$ cat src/rtl/bsg_ral_link_traffic_node_if.sv
// Ready/and link bundle: forward valid/data plus the ready_and_rev
// of the opposite direction; one instance is driven by one node.
`timescale 1ns/1ps
interface bsg_ral_link_traffic_node_if #(
    parameter int flit_width_p = 32
);
    logic                    v;
    logic                    ready_and_rev;
    logic [flit_width_p-1:0] data;

    modport master (output v, output ready_and_rev, output data);
    modport slave  (input  v, input  ready_and_rev, input  data);
endinterface

$ cat src/rtl/bsg_ral_link_traffic_node.sv
// Link traffic node: loopback or pattern generate/check on a ready/and link,
// with send limit, outstanding window, error capture and done flag.
`timescale 1ns/1ps
module bsg_ral_link_traffic_node #(
    parameter int flit_width_p    = 32,
    parameter int channel_width_p = 8,
    parameter int window_width_p  = 8,
    parameter int lb_fifo_els_p   = 2
) (
    input  logic                      clk_i,
    input  logic                      reset_n_i,
    input  logic                      en_i,
    input  logic [1:0]                mode_i,
    input  logic [31:0]               send_limit_i,
    input  logic [window_width_p-1:0] window_i,
    input  logic                      clear_i,
    bsg_ral_link_traffic_node_if.slave  links_sif_i,
    bsg_ral_link_traffic_node_if.master links_sif_o,
    output logic [31:0]               sent_o,
    output logic [31:0]               received_o,
    output logic [window_width_p-1:0] outstanding_o,
    output logic                      error_o,
    output logic [15:0]               error_count_o,
    output logic [flit_width_p-1:0]   first_err_data_o,
    output logic                      done_o
);

    localparam int lanes_lp = flit_width_p / channel_width_p;
    localparam int ptr_w_lp = (lb_fifo_els_p > 1) ? $clog2(lb_fifo_els_p) : 1;
    localparam int cnt_w_lp = $clog2(lb_fifo_els_p + 1);

    typedef enum logic [1:0] {
        MODE_IDLE    = 2'd0,
        MODE_LOOP    = 2'd1,
        MODE_GEN_CHK = 2'd2,
        MODE_GEN     = 2'd3
    } mode_e;

    function automatic logic [flit_width_p-1:0] pattern(
        input logic [channel_width_p-1:0] base
    );
        logic [flit_width_p-1:0] p;
        p = '0;
        for (int c = 0; c < lanes_lp; c++) begin
            p[c*channel_width_p +: channel_width_p] = base + channel_width_p'(c);
        end
        return p;
    endfunction

    function automatic logic [ptr_w_lp-1:0] ptr_inc(input logic [ptr_w_lp-1:0] p);
        return (p == ptr_w_lp'(lb_fifo_els_p - 1)) ? '0 : p + 1'b1;
    endfunction

    logic [1:0]                rst_sync_q, rst_sync_d;
    logic                      rst_n;

    mode_e                     cfg_mode_q, cfg_mode_d;
    logic [31:0]               cfg_limit_q, cfg_limit_d;
    logic [window_width_p-1:0] cfg_window_q, cfg_window_d;
    logic [31:0]               sent_q, sent_d;
    logic [31:0]               recv_q, recv_d;
    logic                      err_q, err_d;
    logic [15:0]               err_cnt_q, err_cnt_d;
    logic [flit_width_p-1:0]   first_err_q, first_err_d;
    logic                      done_q, done_d;
    logic                      pend_q, pend_d;
    logic [flit_width_p-1:0]   lb_mem_q [lb_fifo_els_p];
    logic [flit_width_p-1:0]   lb_mem_d [lb_fifo_els_p];
    logic [ptr_w_lp-1:0]       lb_wptr_q, lb_wptr_d;
    logic [ptr_w_lp-1:0]       lb_rptr_q, lb_rptr_d;
    logic [cnt_w_lp-1:0]       lb_cnt_q, lb_cnt_d;

    logic                      gen, loop, chk_en;
    logic                      lb_empty, lb_full, can_send;
    logic                      tx_v, rx_ready, send_fire, recv_fire;
    logic                      enq, deq, mismatch;
    logic [flit_width_p-1:0]   tx_data;
    logic [window_width_p-1:0] outstanding;

    assign rst_sync_d = {rst_sync_q[0], 1'b1};
    assign rst_n      = rst_sync_q[1];

    // Reset asserts at once; release waits two clocks.
    always_ff @(posedge clk_i or negedge reset_n_i) begin
        if (!reset_n_i) rst_sync_q <= 2'b00;
        else            rst_sync_q <= rst_sync_d;
    end

    // Link handshake, loopback buffer, counters, checking and config latch.
    always_comb begin
        gen         = (cfg_mode_q == MODE_GEN_CHK) || (cfg_mode_q == MODE_GEN);
        loop        = (cfg_mode_q == MODE_LOOP);
        chk_en      = (cfg_mode_q == MODE_GEN_CHK);
        outstanding = window_width_p'(sent_q - recv_q);
        lb_empty    = (lb_cnt_q == '0);
        lb_full     = (lb_cnt_q == cnt_w_lp'(lb_fifo_els_p));
        can_send    = en_i
                    && (cfg_limit_q == '0 || sent_q < cfg_limit_q)
                    && (cfg_window_q == '0 || outstanding < cfg_window_q);

        tx_v     = 1'b0;
        tx_data  = '0;
        rx_ready = 1'b0;
        if (gen) begin
            tx_v     = pend_q | can_send;
            rx_ready = 1'b1;
            if (tx_v) tx_data = pattern(sent_q[channel_width_p-1:0]);
        end else if (loop) begin
            tx_v     = ~lb_empty;
            rx_ready = en_i & ~lb_full;
            if (tx_v) tx_data = lb_mem_q[lb_rptr_q];
        end

        send_fire = tx_v & links_sif_i.ready_and_rev;
        recv_fire = links_sif_i.v & rx_ready;
        enq       = loop & recv_fire;
        deq       = loop & send_fire;
        mismatch  = recv_fire && chk_en
                 && (links_sif_i.data != pattern(recv_q[channel_width_p-1:0]));

        cfg_mode_d   = cfg_mode_q;
        cfg_limit_d  = cfg_limit_q;
        cfg_window_d = cfg_window_q;
        if (!en_i) begin
            cfg_mode_d   = mode_e'(mode_i);
            cfg_limit_d  = send_limit_i;
            cfg_window_d = window_i;
        end

        sent_d      = send_fire ? sent_q + 32'd1 : sent_q;
        recv_d      = recv_fire ? recv_q + 32'd1 : recv_q;
        pend_d      = gen & tx_v & ~send_fire;
        err_d       = err_q;
        err_cnt_d   = err_cnt_q;
        first_err_d = first_err_q;
        if (mismatch) begin
            err_d = 1'b1;
            if (err_cnt_q == 16'd0)     first_err_d = links_sif_i.data;
            if (err_cnt_q != 16'hFFFF)  err_cnt_d   = err_cnt_q + 16'd1;
        end
        done_d = done_q
               | (gen && cfg_limit_q != '0
                  && sent_q == cfg_limit_q && recv_q == cfg_limit_q);

        lb_mem_d  = lb_mem_q;
        lb_wptr_d = lb_wptr_q;
        lb_rptr_d = lb_rptr_q;
        lb_cnt_d  = lb_cnt_q;
        if (enq) begin
            lb_mem_d[lb_wptr_q] = links_sif_i.data;
            lb_wptr_d           = ptr_inc(lb_wptr_q);
        end
        if (deq) lb_rptr_d = ptr_inc(lb_rptr_q);
        case ({enq, deq})
            2'b10:   lb_cnt_d = lb_cnt_q + 1'b1;
            2'b01:   lb_cnt_d = lb_cnt_q - 1'b1;
            default: lb_cnt_d = lb_cnt_q;
        endcase

        if (clear_i) begin
            sent_d      = '0;
            recv_d      = '0;
            err_d       = 1'b0;
            err_cnt_d   = '0;
            first_err_d = '0;
            done_d      = 1'b0;
            pend_d      = 1'b0;
            lb_wptr_d   = '0;
            lb_rptr_d   = '0;
            lb_cnt_d    = '0;
        end
    end

    // State registers, all cleared by the synchronised reset.
    always_ff @(posedge clk_i or negedge rst_n) begin
        if (!rst_n) begin
            cfg_mode_q   <= MODE_IDLE;
            cfg_limit_q  <= '0;
            cfg_window_q <= '0;
            sent_q       <= '0;
            recv_q       <= '0;
            err_q        <= 1'b0;
            err_cnt_q    <= '0;
            first_err_q  <= '0;
            done_q       <= 1'b0;
            pend_q       <= 1'b0;
            lb_mem_q     <= '{default: '0};
            lb_wptr_q    <= '0;
            lb_rptr_q    <= '0;
            lb_cnt_q     <= '0;
        end else begin
            cfg_mode_q   <= cfg_mode_d;
            cfg_limit_q  <= cfg_limit_d;
            cfg_window_q <= cfg_window_d;
            sent_q       <= sent_d;
            recv_q       <= recv_d;
            err_q        <= err_d;
            err_cnt_q    <= err_cnt_d;
            first_err_q  <= first_err_d;
            done_q       <= done_d;
            pend_q       <= pend_d;
            lb_mem_q     <= lb_mem_d;
            lb_wptr_q    <= lb_wptr_d;
            lb_rptr_q    <= lb_rptr_d;
            lb_cnt_q     <= lb_cnt_d;
        end
    end

    assign links_sif_o.v             = tx_v;
    assign links_sif_o.data          = tx_data;
    assign links_sif_o.ready_and_rev = rx_ready;

    assign sent_o           = sent_q;
    assign received_o       = recv_q;
    assign outstanding_o    = outstanding;
    assign error_o          = err_q;
    assign error_count_o    = err_cnt_q;
    assign first_err_data_o = first_err_q;
    assign done_o           = done_q;

endmodule

$ cat src/flat_wrapper.sv
// flat-port wrapper written by rule: the top's interface ports become plain ports
module bsg_ral_link_traffic_node_flat 
#(
    parameter int flit_width_p    = 32,
    parameter int channel_width_p = 8,
    parameter int window_width_p  = 8,
    parameter int lb_fifo_els_p   = 2
)
  (clk_i, reset_n_i, en_i, mode_i, send_limit_i, window_i, clear_i, sent_o, received_o, outstanding_o, error_o, error_count_o, first_err_data_o, done_o, links_sif_i_v, links_sif_i_ready_and_rev, links_sif_i_data, links_sif_o_v, links_sif_o_ready_and_rev, links_sif_o_data);
  bsg_ral_link_traffic_node_if #(.flit_width_p(flit_width_p)) links_sif_i_i ();
  bsg_ral_link_traffic_node_if #(.flit_width_p(flit_width_p)) links_sif_o_i ();
  input  logic clk_i;
  input  logic reset_n_i;
  input  logic en_i;
  input  logic [1:0] mode_i;
  input  logic [31:0] send_limit_i;
  input  logic [window_width_p-1:0] window_i;
  input  logic clear_i;
  output logic [31:0] sent_o;
  output logic [31:0] received_o;
  output logic [window_width_p-1:0] outstanding_o;
  output logic error_o;
  output logic [15:0] error_count_o;
  output logic [flit_width_p-1:0] first_err_data_o;
  output logic done_o;
  input wire logic [$bits(links_sif_i_i.v)-1:0] links_sif_i_v;
  input wire logic [$bits(links_sif_i_i.ready_and_rev)-1:0] links_sif_i_ready_and_rev;
  input wire logic [$bits(links_sif_i_i.data)-1:0] links_sif_i_data;
  output wire logic [$bits(links_sif_o_i.v)-1:0] links_sif_o_v;
  output wire logic [$bits(links_sif_o_i.ready_and_rev)-1:0] links_sif_o_ready_and_rev;
  output wire logic [$bits(links_sif_o_i.data)-1:0] links_sif_o_data;
  assign links_sif_i_i.v = links_sif_i_v;
  assign links_sif_i_i.ready_and_rev = links_sif_i_ready_and_rev;
  assign links_sif_i_i.data = links_sif_i_data;
  assign links_sif_o_v = links_sif_o_i.v;
  assign links_sif_o_ready_and_rev = links_sif_o_i.ready_and_rev;
  assign links_sif_o_data = links_sif_o_i.data;
  bsg_ral_link_traffic_node #(.flit_width_p(flit_width_p), .channel_width_p(channel_width_p), .window_width_p(window_width_p), .lb_fifo_els_p(lb_fifo_els_p)) u_core (.clk_i(clk_i), .reset_n_i(reset_n_i), .en_i(en_i), .mode_i(mode_i), .send_limit_i(send_limit_i), .window_i(window_i), .clear_i(clear_i), .links_sif_i(links_sif_i_i), .links_sif_o(links_sif_o_i), .sent_o(sent_o), .received_o(received_o), .outstanding_o(outstanding_o), .error_o(error_o), .error_count_o(error_count_o), .first_err_data_o(first_err_data_o), .done_o(done_o));
endmodule
$ cat config.mk
export PLATFORM = sky130hd
export DESIGN_NAME = bsg_ral_link_traffic_node_flat
export DESIGN_NICKNAME = d
export VERILOG_FILES = /design/src/rtl/bsg_ral_link_traffic_node_if.sv /design/src/rtl/bsg_ral_link_traffic_node.sv /design/src/flat_wrapper.sv
export SDC_FILE = /design/constraint.sdc
export NUM_CORES = 1
export LEC_CHECK = 0
export CAP_MARGIN = 5
export CELL_PAD_IN_SITES_DETAIL_PLACEMENT = 1
export CELL_PAD_IN_SITES_GLOBAL_PLACEMENT = 1
export CORE_MARGIN = 2
export CORE_UTILIZATION = 41
export CTS_BUF_LIST = sky130_fd_sc_hd__clkbuf_16
export DETAILED_ROUTE_END_ITERATION = 7
export HOLD_SLACK_MARGIN = 0.05
export PLACE_DENSITY_LB_ADDON = 0.2
export SYNTH_ARGS = -nofsm -noshare
export SYNTH_HDL_FRONTEND = slang
export SYNTH_SLANG_ARGS = --single-unit
$ cat constraint.sdc
create_clock -name clk_i -period 8.7 [get_ports clk_i]
set_input_delay 2.175 -clock clk_i [delete_from_list [all_inputs] [get_ports clk_i]]
set_output_delay 2.175 -clock clk_i [all_outputs]
set_load 0.05 [all_outputs]
==> results of run 1 <==
-- cells by family (layout without fill, tap and decap cells) --
logic type,count (synthesis),count (layout),synth area share (%)
muxes,179,179,14.8
xor gates and xnor gates,125,125,8.39
AOI/OAI and AO/OA,168,168,7.92
adders and majority gates,57,57,5.52
and+or+nand+nor,393,393,15.6
DFF,227,227,43.5
buffers and inverters,141,369,4.21
other,1,1,0.0287
-- stage by stage --
stage               instance area, µm²  hold slack [ns]  cells  power (W)
floorplan                        13000            0.331   1291    0.00163
global placement                 15800            0.240   1876    0.00186
detailed placement               15800            0.244   1876    0.00188
CTS                              16500            0.248   1921    0.00290
global route                     16500            0.263   1921    0.00299
finish                           16500            0.237   1921    0.00287
-- worst reg2reg max path: stages (launching register included) --
cell and delay [ns]:
dfrtp_1 0.49, inv_1 0.30, ha_1 0.20, inv_1 0.07, fa_1 0.41, nand2_1 0.08
nand2_1 0.07, a21oi_1 0.23, o21bai_1 0.13, a21oi_1 0.20, xnor2_1 0.18, ha_1 0.29
and3_1 0.21, a221o_1 0.35, a21oi_1 0.13, o22ai_1 0.16, o41ai_4 0.38, buf_4 0.37
nand3_2 0.24, or4_1 0.53, a21oi_1 0.16
-- placed cells by master (no fill, tap or decap), drive strengths merged, types with 5 or more instances in the layout --
cell type,count
nand4,34
nand3,36
o21ai,33
nand2b,6
o22ai,35
inv,78
mux2,112
clkdlybuf4s50,233
nor4,29
nor2b,13
nand3b,6
nor3,24
nor3b,5
and2,9
o31ai,9
buf,17
nor2,107
nand2,60
clkinv,14
and4,8
xor2,66
mux2i,67
clkbuf,27
and3,25
dfrtp,227
or3,15
ha,56
or4,9
xnor2,59
a21oi,59
-- layer usage --
| metal | GRT usage, % | part of all wire (%) | wire length [µm] | vias to the layer above |
|---|---|---|---|---|
| met1 | 35.1 | 44 | 19500 | 5567 |
| met3 | 5.37 | 5.7 | 2550 | 77 |
| met5 | 0 | 0 | 0 | - |
| li1 | - | - | - | 4992 |
| met4 | 7.90 | 3.1 | 1390 | 0 |
| met2 | 44.9 | 47 | 21200 | 314 |
-- area by class of cell --
type | instances | share of cell area (%)
clock buffer | 27 | 4.09
clock inverter | 18 | 0.447
inverter | 74 | 1.68
multi-input combinational | 923 | 41.4
sequential | 227 | 34.4
tap | 402 | 3.05
timing repair buffer | 250 | 14.9
-- sequential cells by signal, summed over array words and instances, names as in the netlist --
| register | count |
|---|---|
| u_core.rst_sync_q | 2 |
| u_core.cfg_mode_q | 2 |
| u_core.pend_q | 1 |
| u_core.cfg_window_q | 8 |
| u_core.done_o | 1 |
| u_core.lb_wptr_q | 1 |
| u_core.first_err_data_o | 32 |
| u_core.sent_o | 32 |
| u_core.error_o | 1 |
| u_core.received_o | 32 |
| u_core.lb_rptr_q | 1 |
| u_core.error_count_o | 16 |
| u_core.lb_mem_q | 64 |
| u_core.lb_cnt_q | 2 |
| u_core.cfg_limit_q | 32 |
-- worst max-delay path by stage --
stage / from / to / slack (ns) / depth (start not counted)
floorplan: u_core.received_o[2] / links_sif_o_data[21] / 1.23 / 17
global placement: u_core.sent_o[0] / links_sif_o_data[21] / 1.61 / 20
detailed placement: u_core.sent_o[0] / links_sif_o_data[21] / 1.32 / 20
CTS: u_core.sent_o[0] / links_sif_o_data[21] / 0.70 / 20
global route: u_core.sent_o[0] / links_sif_o_data[21] / 0.38 / 20
finish: u_core.sent_o[0] / links_sif_o_data[21] / 0.71 / 20
-- power by group --
part	switching, W	leakage, nW	internal (W)	total [W]
Clock	0.000446	0.388	0.000554	0.00100
Sequential	0.0000922	2.98	0.00117	0.00126
Combinational	0.000354	3.53	0.000252	0.000606
Total	0.000892	6.90	0.00197	0.00287
==> flow_summary.ini, run 1 <==
[global_routing]
grt_start_max_net_pins = 89
overflow = 0
grt_pass1_vias = 11475
grt_use_total_pct = 26.8
antenna_found_initial = 1
grt_pass1_wl_mm = 69.0

[final_layout]
regArea_mm2 = 0.00569
fillers = 3468
drive_above_1_share_pct = 11.6
multiInputGateArea_mm2 = 0.00684
final_nets = 1640
postLayoutCoreUtil_pct = 52.5
n_antenna_cell = 0
areaGrowthSynthToFinish_pct = 26.5

[power_and_ir_drop]
power_density_mw_per_mm2 = 174
p_leak_nw = 6.90
ir_drop_mv = 0.136

[placement]
dp_slack_ns = 1.32
hpwl_mm = 32.6
gp_congestion = 0.875
port_buffers = 235

[clocking]
cts_tree = yes
clk_latency_ns = 0.53
clk_pin_slew_worst_paths_ns = 0.06
cts_setup_buffers = 0
cts_root_buf = clkbuf_16
ctsResizeCount = 0
cts_buffers = 27
ctsHoldBuffers = 0
clock-sinks = 227
cts_buffer_depth = 3
cts_max_level = 1

[logic_synthesis]
synthesis.instances = 1291
synthArstFlopShare_pct = 100
ys_ff_latch = 227
synth_most_common_cell = dfrtp_1
ys_types = 58
synthTopCellsByArea = dfrtp_1 44%, mux2_2 9.7%, ha_1 5.4%
synth_edf_count = 0
yosys_warnings = 0
synth_top_area_cell = dfrtp_1
synth_nets = 1428
synth.top_cells.by_count = 227 x dfrtp_1, 112 x mux2_2, 107 x nor2_1
synth-main-ff-cell = dfrtp_1
syn-mean-instance-area_um2 = 10.1
yosys.area.top_type_share_pct = 43.5
ys_seq_area_share_pct = 43.5
syn_area_mm2 = 0.0130

[job]
maxCapViolCount = 0

[critical_path]
crit_buf_inv = 4
critical_path_class = reg -> out
crit_path_max_fanout = 34
ff2ff_setup_slack_ns = 3.46
timing.critical_path.mode_cell = a21oi_1
crit_slowest_cell = clkdlybuf4s50_1
cp_slowest_stage_delay_ns = 0.86
critical_path.top_delay_family = compound AO/OA/AOI/OAI gates
rr_startpoint = u_core.sent_o[0]
path_cells = inv_1 -> ha_1 -> inv_1 -> fa_1 -> nand2_1 -> nand2_1 -> a21oi_1 -> o21bai_1 -> a21oi_1 -> xnor2_1 -> ha_1 -> and3_1 -> a221o_1 -> a21oi_1 -> o22ai_1 -> nor3_1 -> o21ai_2 -> buf_4 -> o22ai_1 -> clkdlybuf4s50_1
timing.rr.end = u_core.sent_o[31]
endpoint_kind = output port
arrival_ns = 5.81
critPathLaunchType = flop
reg2reg_depth = 20
critical_path_required_ns = 6.53

[sta]
fin_tns_setup_ns = 0
fin_crit_sh_pct = 91.8
fin_skew_ns = 0.0147
grt_setup_unrepaired = false
setup_ws_ns = 0.711
maxSlewHeadroom_pct = 27.6
fmax_ghz = 0.125
min_period_ns = 7.99
setup_viol = 0
drv_slew = 0
tightest_slew_ns = 1.09
hold_viol = 0

[die]
die_w_um = 182
dieArea_mm2 = 0.0333
initial_core_util_pct = 41.5
ios = 236
die_y_um = 182
rows = 65
core-area_mm2 = 0.0315

[detailed_routing]
first_pass_iters = 5
drtAntennaViolNets = 0
drtIter0Drc = 493
vias = 10950
post_drt_wl_per_cell_um = 23.2
drc = 0
routed_via_density = 5.70
totalWireLength_mm = 44.6

[hold_path]
hold_class = reg -> async

[status]
status = completed
(Power assumes the default switching activity.)
==> inputs of run 2 (changes only) <==
--- a/config.mk
+++ b/config.mk
@@ -8,7 +8,6 @@
 export CAP_MARGIN = 5
 export CELL_PAD_IN_SITES_DETAIL_PLACEMENT = 1
 export CELL_PAD_IN_SITES_GLOBAL_PLACEMENT = 1
-export CORE_MARGIN = 2
 export CORE_UTILIZATION = 41
 export CTS_BUF_LIST = sky130_fd_sc_hd__clkbuf_16
 export DETAILED_ROUTE_END_ITERATION = 7
==> run 2 against run 1 <==
Count of clock-buffer cells in the layout did not move. Global-route usage is 0.91 points higher. Setup slack improved by 0.074 ns. Power rose by 5.6%. Maximum frequency up 0.93%. Largest power group unchanged.
==> flow_summary.ini, run 2 (synthesis gave the netlist of run 1 again) <==
[status]
status = completed

[power_and_ir_drop]
p_leak_nw = 6.95
p_total_w = 0.00303
power_density_mw_per_mm2 = 182
ir_drop_mv = 0.131

[final_layout]
drive_above_1_share_pct = 11.9
largest_reg_flops = 64
final_cell_area_mm2 = 0.0166
final_nets = 1639
layout_commonest_cell = clkdlybuf4s50_1
final_cell_mix = 233 x clkdlybuf4s50_1, 225 x dfrtp_1, 112 x mux2_2
areaGrowthSynthToFinish_pct = 27.5
regMostFlops = u_core.lb_mem_q
n_antenna_cell = 0

[sta]
fmax_ghz = 0.126
setup_viol = 0
hold_viol = 0
fin_tns_setup_ns = 0
fin_crit_sh_pct = 91.0
maxSlewHeadroom_pct = 18.4
min_period_ns = 7.92
fin_skew_ns = 0.0153
tightest_slew_ns = 1.22
grt_setup_unrepaired = false
hold_slack_ns = 0.339
drv_slew = 0

[clocking]
cts_setup_buffers = 0
clk_latency_ns = 0.56
clock-sinks = 227
clk_pin_slew_worst_paths_ns = 0.07
ctsHoldBuffers = 0
cts_buffers = 27
cts_buffer_depth = 3
cts_root_buf = clkbuf_16
cts_tree = yes
ctsResizeCount = 0
cts_max_level = 1

[placement]
port_buffers = 235
placed_cell_area_mm2 = 0.0157
hpwl_mm = 33.0
gp_congestion = 0.852

[detailed_routing]
drc = 0
drtIter0Drc = 578
post_drt_wl_per_cell_um = 23.3
routed_via_density = 5.69
vias = 10916
totalWireLength_mm = 44.7
first_pass_iters = 4
drtAntennaViolNets = 0

[critical_path]
rr_startpoint = u_core.sent_o[0]
arrival_ns = 5.74
endpoint_kind = output port
critPathLaunchType = flop
critical_path_class = reg -> out
ff2ff_setup_slack_ns = 3.50
crit_path_max_fanout = 34
critical_path_required_ns = 6.53
crit_path_start = u_core.sent_o[0]
reg2reg_depth = 20

[die]
core-area_mm2 = 0.0310
ios = 236
initial_core_util_pct = 42.1
die_w_um = 180
die_y_um = 180
rows = 64
dieArea_mm2 = 0.0325

[global_routing]
grt_pass1_vias = 11524
overflow = 0
grt_use_total_pct = 27.7
grt_pass1_wl_mm = 69.8
grt_start_max_net_pins = 77
antenna_found_initial = 0

[job]
maxCapViolCount = 0

[hold_path]
hold_class = reg -> async
run 2: changes by cell type in the layout (fill, tap and decap cells not counted), sizes merged:
cell	before	now
buf	17	16
bufinv	0	4
clkinv	14	11
clkinvlp	0	2
inv	78	79
run 2: power breakdown:
group,total (W),internal (W),switching (W)
clock network,0.00116,0.000680,0.000476
registers,0.00126,0.00117,0.0000931
logic,0.000611,0.000253,0.000358
run 2: path summary, 6_finish.rpt:
check | to
worst max register to register | u_core.sent_o[18]
worst min register to register | u_core.received_o[5]
min in group clk_i | u_core.rst_sync_q[1]
worst max-delay path | links_sif_o_data[30]
max in group asynchronous | u_core.sent_o[27]
worst min-delay path | u_core.received_o[5]
run 2: stage by stage:
step / utilization, % / instances / setup slack, ns
floorplan: - / 1291 / 1.23
global route: 53.7 / 1918 / 0.486
global placement: 50.8 / 1869 / 1.61
CTS: 53.7 / 1918 / 0.845
finish: 53.7 / 1918 / 0.785
detailed placement: 50.8 / 1869 / 1.48
run 2: layout make-up:
cell class / instances / area, µm²
clock inverters: 22 / 209
fillers: 3421 / 14400
flip-flops and latches: 227 / 5690
well taps: 396 / 495
clock buffers: 27 / 676
inverters: 74 / 278
multi-input cells: 923 / 6840
repair buffers: 249 / 2450
run 2: worst max-delay path, stage by stage (launching register included):
cell,delay (ns)
dfrtp_1,0.52
inv_1,0.30
ha_1,0.19
inv_1,0.06
fa_1,0.40
nand2_1,0.09
nand2_1,0.05
a21oi_1,0.23
o21bai_1,0.10
a21oi_1,0.17
xnor2_1,0.17
ha_1,0.29
and3_1,0.21
a221o_1,0.36
a21oi_1,0.12
o22ai_1,0.17
nor3_1,0.30
o21ai_2,0.08
buf_4,0.26
o22ai_1,0.27
clkdlybuf4s50_1,0.84
run 2: metal layers:
metal  vias up  wire, µm  global-route usage [%]
li1       4989         -                       -
met1      5523     19700                    36.9
met2       323     20600                    44.2
met3        81      2680                    5.80
met4         0      1700                    10.4
met5         -         0                       0
==> inputs of run 3 (changes only) <==
==> constraint.sdc (replaced) <==
create_clock -name clk_i -period 8.4 [get_ports clk_i]
set_input_delay 2.1 -clock clk_i [delete_from_list [all_inputs] [get_ports clk_i]]
set_output_delay 2.1 -clock clk_i [all_outputs]
set_load 0.05 [all_outputs]
==> run 3 against run 2 <==
Count of clock-buffer cells in the layout did not move. Final area fell by 0.53%. Critical path depth fell by 1. Highest routed layer is now met5. Register-to-register slack got worse by 0.77 ns. Global-route usage rose by 0.14 points. Setup slack got worse by 0.23 ns. Combinational power rose by 2%. First-iteration DRC count fell by 7.8%. Via count rose by 0.49%.
==> flow_summary.ini, run 3 (synthesis gave the netlist of run 1 again) <==
[status]
status = completed

[die]
dieArea_mm2 = 0.0325
core-area_mm2 = 0.0310
die_w_um = 180
initial_core_util_pct = 42.1
die_y_um = 180
rows = 64
ios = 236

[clocking]
ctsHoldBuffers = 0
ctsResizeCount = 0
clock-sinks = 227
cts_setup_buffers = 0
cts_max_level = 1
cts_root_buf = clkbuf_16
cts_buffer_depth = 3
clk_latency_ns = 0.55
cts_buffers = 27
cts_tree = yes
clk_pin_slew_worst_paths_ns = 0.06

[critical_path]
critical_path_required_ns = 6.30
arrival_ns = 5.74
critPathLaunchType = flop
critical_path_class = reg -> out
endpoint_kind = output port
critical_path.top_delay_family = compound AO/OA/AOI/OAI gates
timing.critical_path.mode_cell = a21oi_1
path_cells = inv_1 -> ha_1 -> a21oi_1 -> o21ai_0 -> a21o_1 -> a21oi_1 -> o21bai_1 -> a21oi_1 -> xnor2_1 -> ha_1 -> or2_2 -> a221o_1 -> a21oi_1 -> o22ai_1 -> nor3_1 -> o21ai_2 -> buf_4 -> o22ai_1 -> clkdlybuf4s50_1
crit_path_max_fanout = 34
cp_slowest_stage_delay_ns = 0.84
crit_slowest_cell = clkdlybuf4s50_1
crit_buf_inv = 3

[final_layout]
final_cell_mix = 233 x clkdlybuf4s50_1, 225 x dfrtp_1, 112 x mux2_2
multiInputGateArea_mm2 = 0.00684
areaGrowthSynthToFinish_pct = 26.8
n_antenna_cell = 0
regMostFlops = u_core.lb_mem_q
drive_above_1_share_pct = 11.6
largest_reg_flops = 64
regArea_mm2 = 0.00569
fillers = 3404
final_nets = 1639
postLayoutCoreUtil_pct = 53.4
finalNonFillerCells = 1918
layout_commonest_cell = clkdlybuf4s50_1

[sta]
maxSlewHeadroom_pct = 20.1
fmax_ghz = 0.128
fin_crit_sh_pct = 93.4
hold_viol = 0
drv_slew = 0
tightest_slew_ns = 1.19
min_period_ns = 7.84
grt_setup_unrepaired = false
fin_tns_setup_ns = 0
fin_skew_ns = 0.0173
setup_viol = 0

[global_routing]
antenna_found_initial = 1
grt_pass1_wl_mm = 70.5
overflow = 0
grt_pass1_vias = 11562
grt_use_total_pct = 27.8
grt_start_max_net_pins = 80

[detailed_routing]
vias = 10970
first_pass_iters = 5
drc = 0
drtAntennaViolNets = 0
drtIter0Drc = 533
totalWireLength_mm = 44.8
post_drt_wl_per_cell_um = 23.3
routed_via_density = 5.72

[placement]
port_buffers = 235
hpwl_mm = 32.6
gp_congestion = 0.890
place_inst = 1869

[power_and_ir_drop]
ir_drop_mv = 0.142
p_leak_nw = 6.94
power_density_mw_per_mm2 = 182

[hold_path]
hold_class = reg -> reg

[job]
maxCapViolCount = 0
==> run 3: path summary, 6_finish.rpt <==
| check | from | to | slack, ns | cells past startpoint |
|---|---|---|---|---|
| worst max register to register | u_core.received_o[1] | u_core.sent_o[26] | 2.73 | 19 |
| worst max-delay path | u_core.received_o[1] | links_sif_o_data[31] | 0.56 | 19 |
| max in group asynchronous | u_core.rst_sync_q[1] | u_core.lb_rptr_q | 6.19 | 1 |
| worst min register to register | u_core.rst_sync_q[0] | u_core.rst_sync_q[1] | 0.35 | 0 |
| worst min-delay path | u_core.rst_sync_q[0] | u_core.rst_sync_q[1] | 0.35 | 0 |
| min in group asynchronous | u_core.rst_sync_q[1] | u_core.error_count_o[5] | 0.53 | 0 |
==> run 3: routing by layer <==
layer  wire length (µm)  GRT usage (%)  up-vias
li1                   -              -     4979
met1              20000           37.9     5582
met2              21000           45.3      329
met3               2380           4.63       78
met4               1420           8.55        2
met5                 10              0        -
==> run 3: cell type report <==
type / instances / area share, %
multi-input combinational: 923 / 41.3
sequential: 227 / 34.4
timing repair buffer: 249 / 14.8
clock buffer: 27 / 4.08
tap: 396 / 2.99
inverter: 74 / 1.68
clock inverter: 22 / 0.734
==> run 3: power by group <==
part | internal (W) | switching [W] | leakage [nW]
sequential | 0.00121 | 0.0000992 | 2.98
clock | 0.000609 | 0.000476 | 0.433
combinational | 0.000261 | 0.000365 | 3.52
total | 0.00208 | 0.000940 | 6.94
==> run 3: per-stage QoR <==
step | hold slack (ns) | instance area, µm² | power (W) | setup slack [ns]
detailed placement | 0.336 | 15700 | 0.00195 | 1.16
global route | 0.365 | 16500 | 0.00314 | 0.196
CTS | 0.349 | 16500 | 0.00305 | 0.533
floorplan | 0.331 | 13000 | 0.00169 | 1.01
finish | 0.346 | 16500 | 0.00302 | 0.557
global placement | 0.337 | 15700 | 0.00193 | 1.34
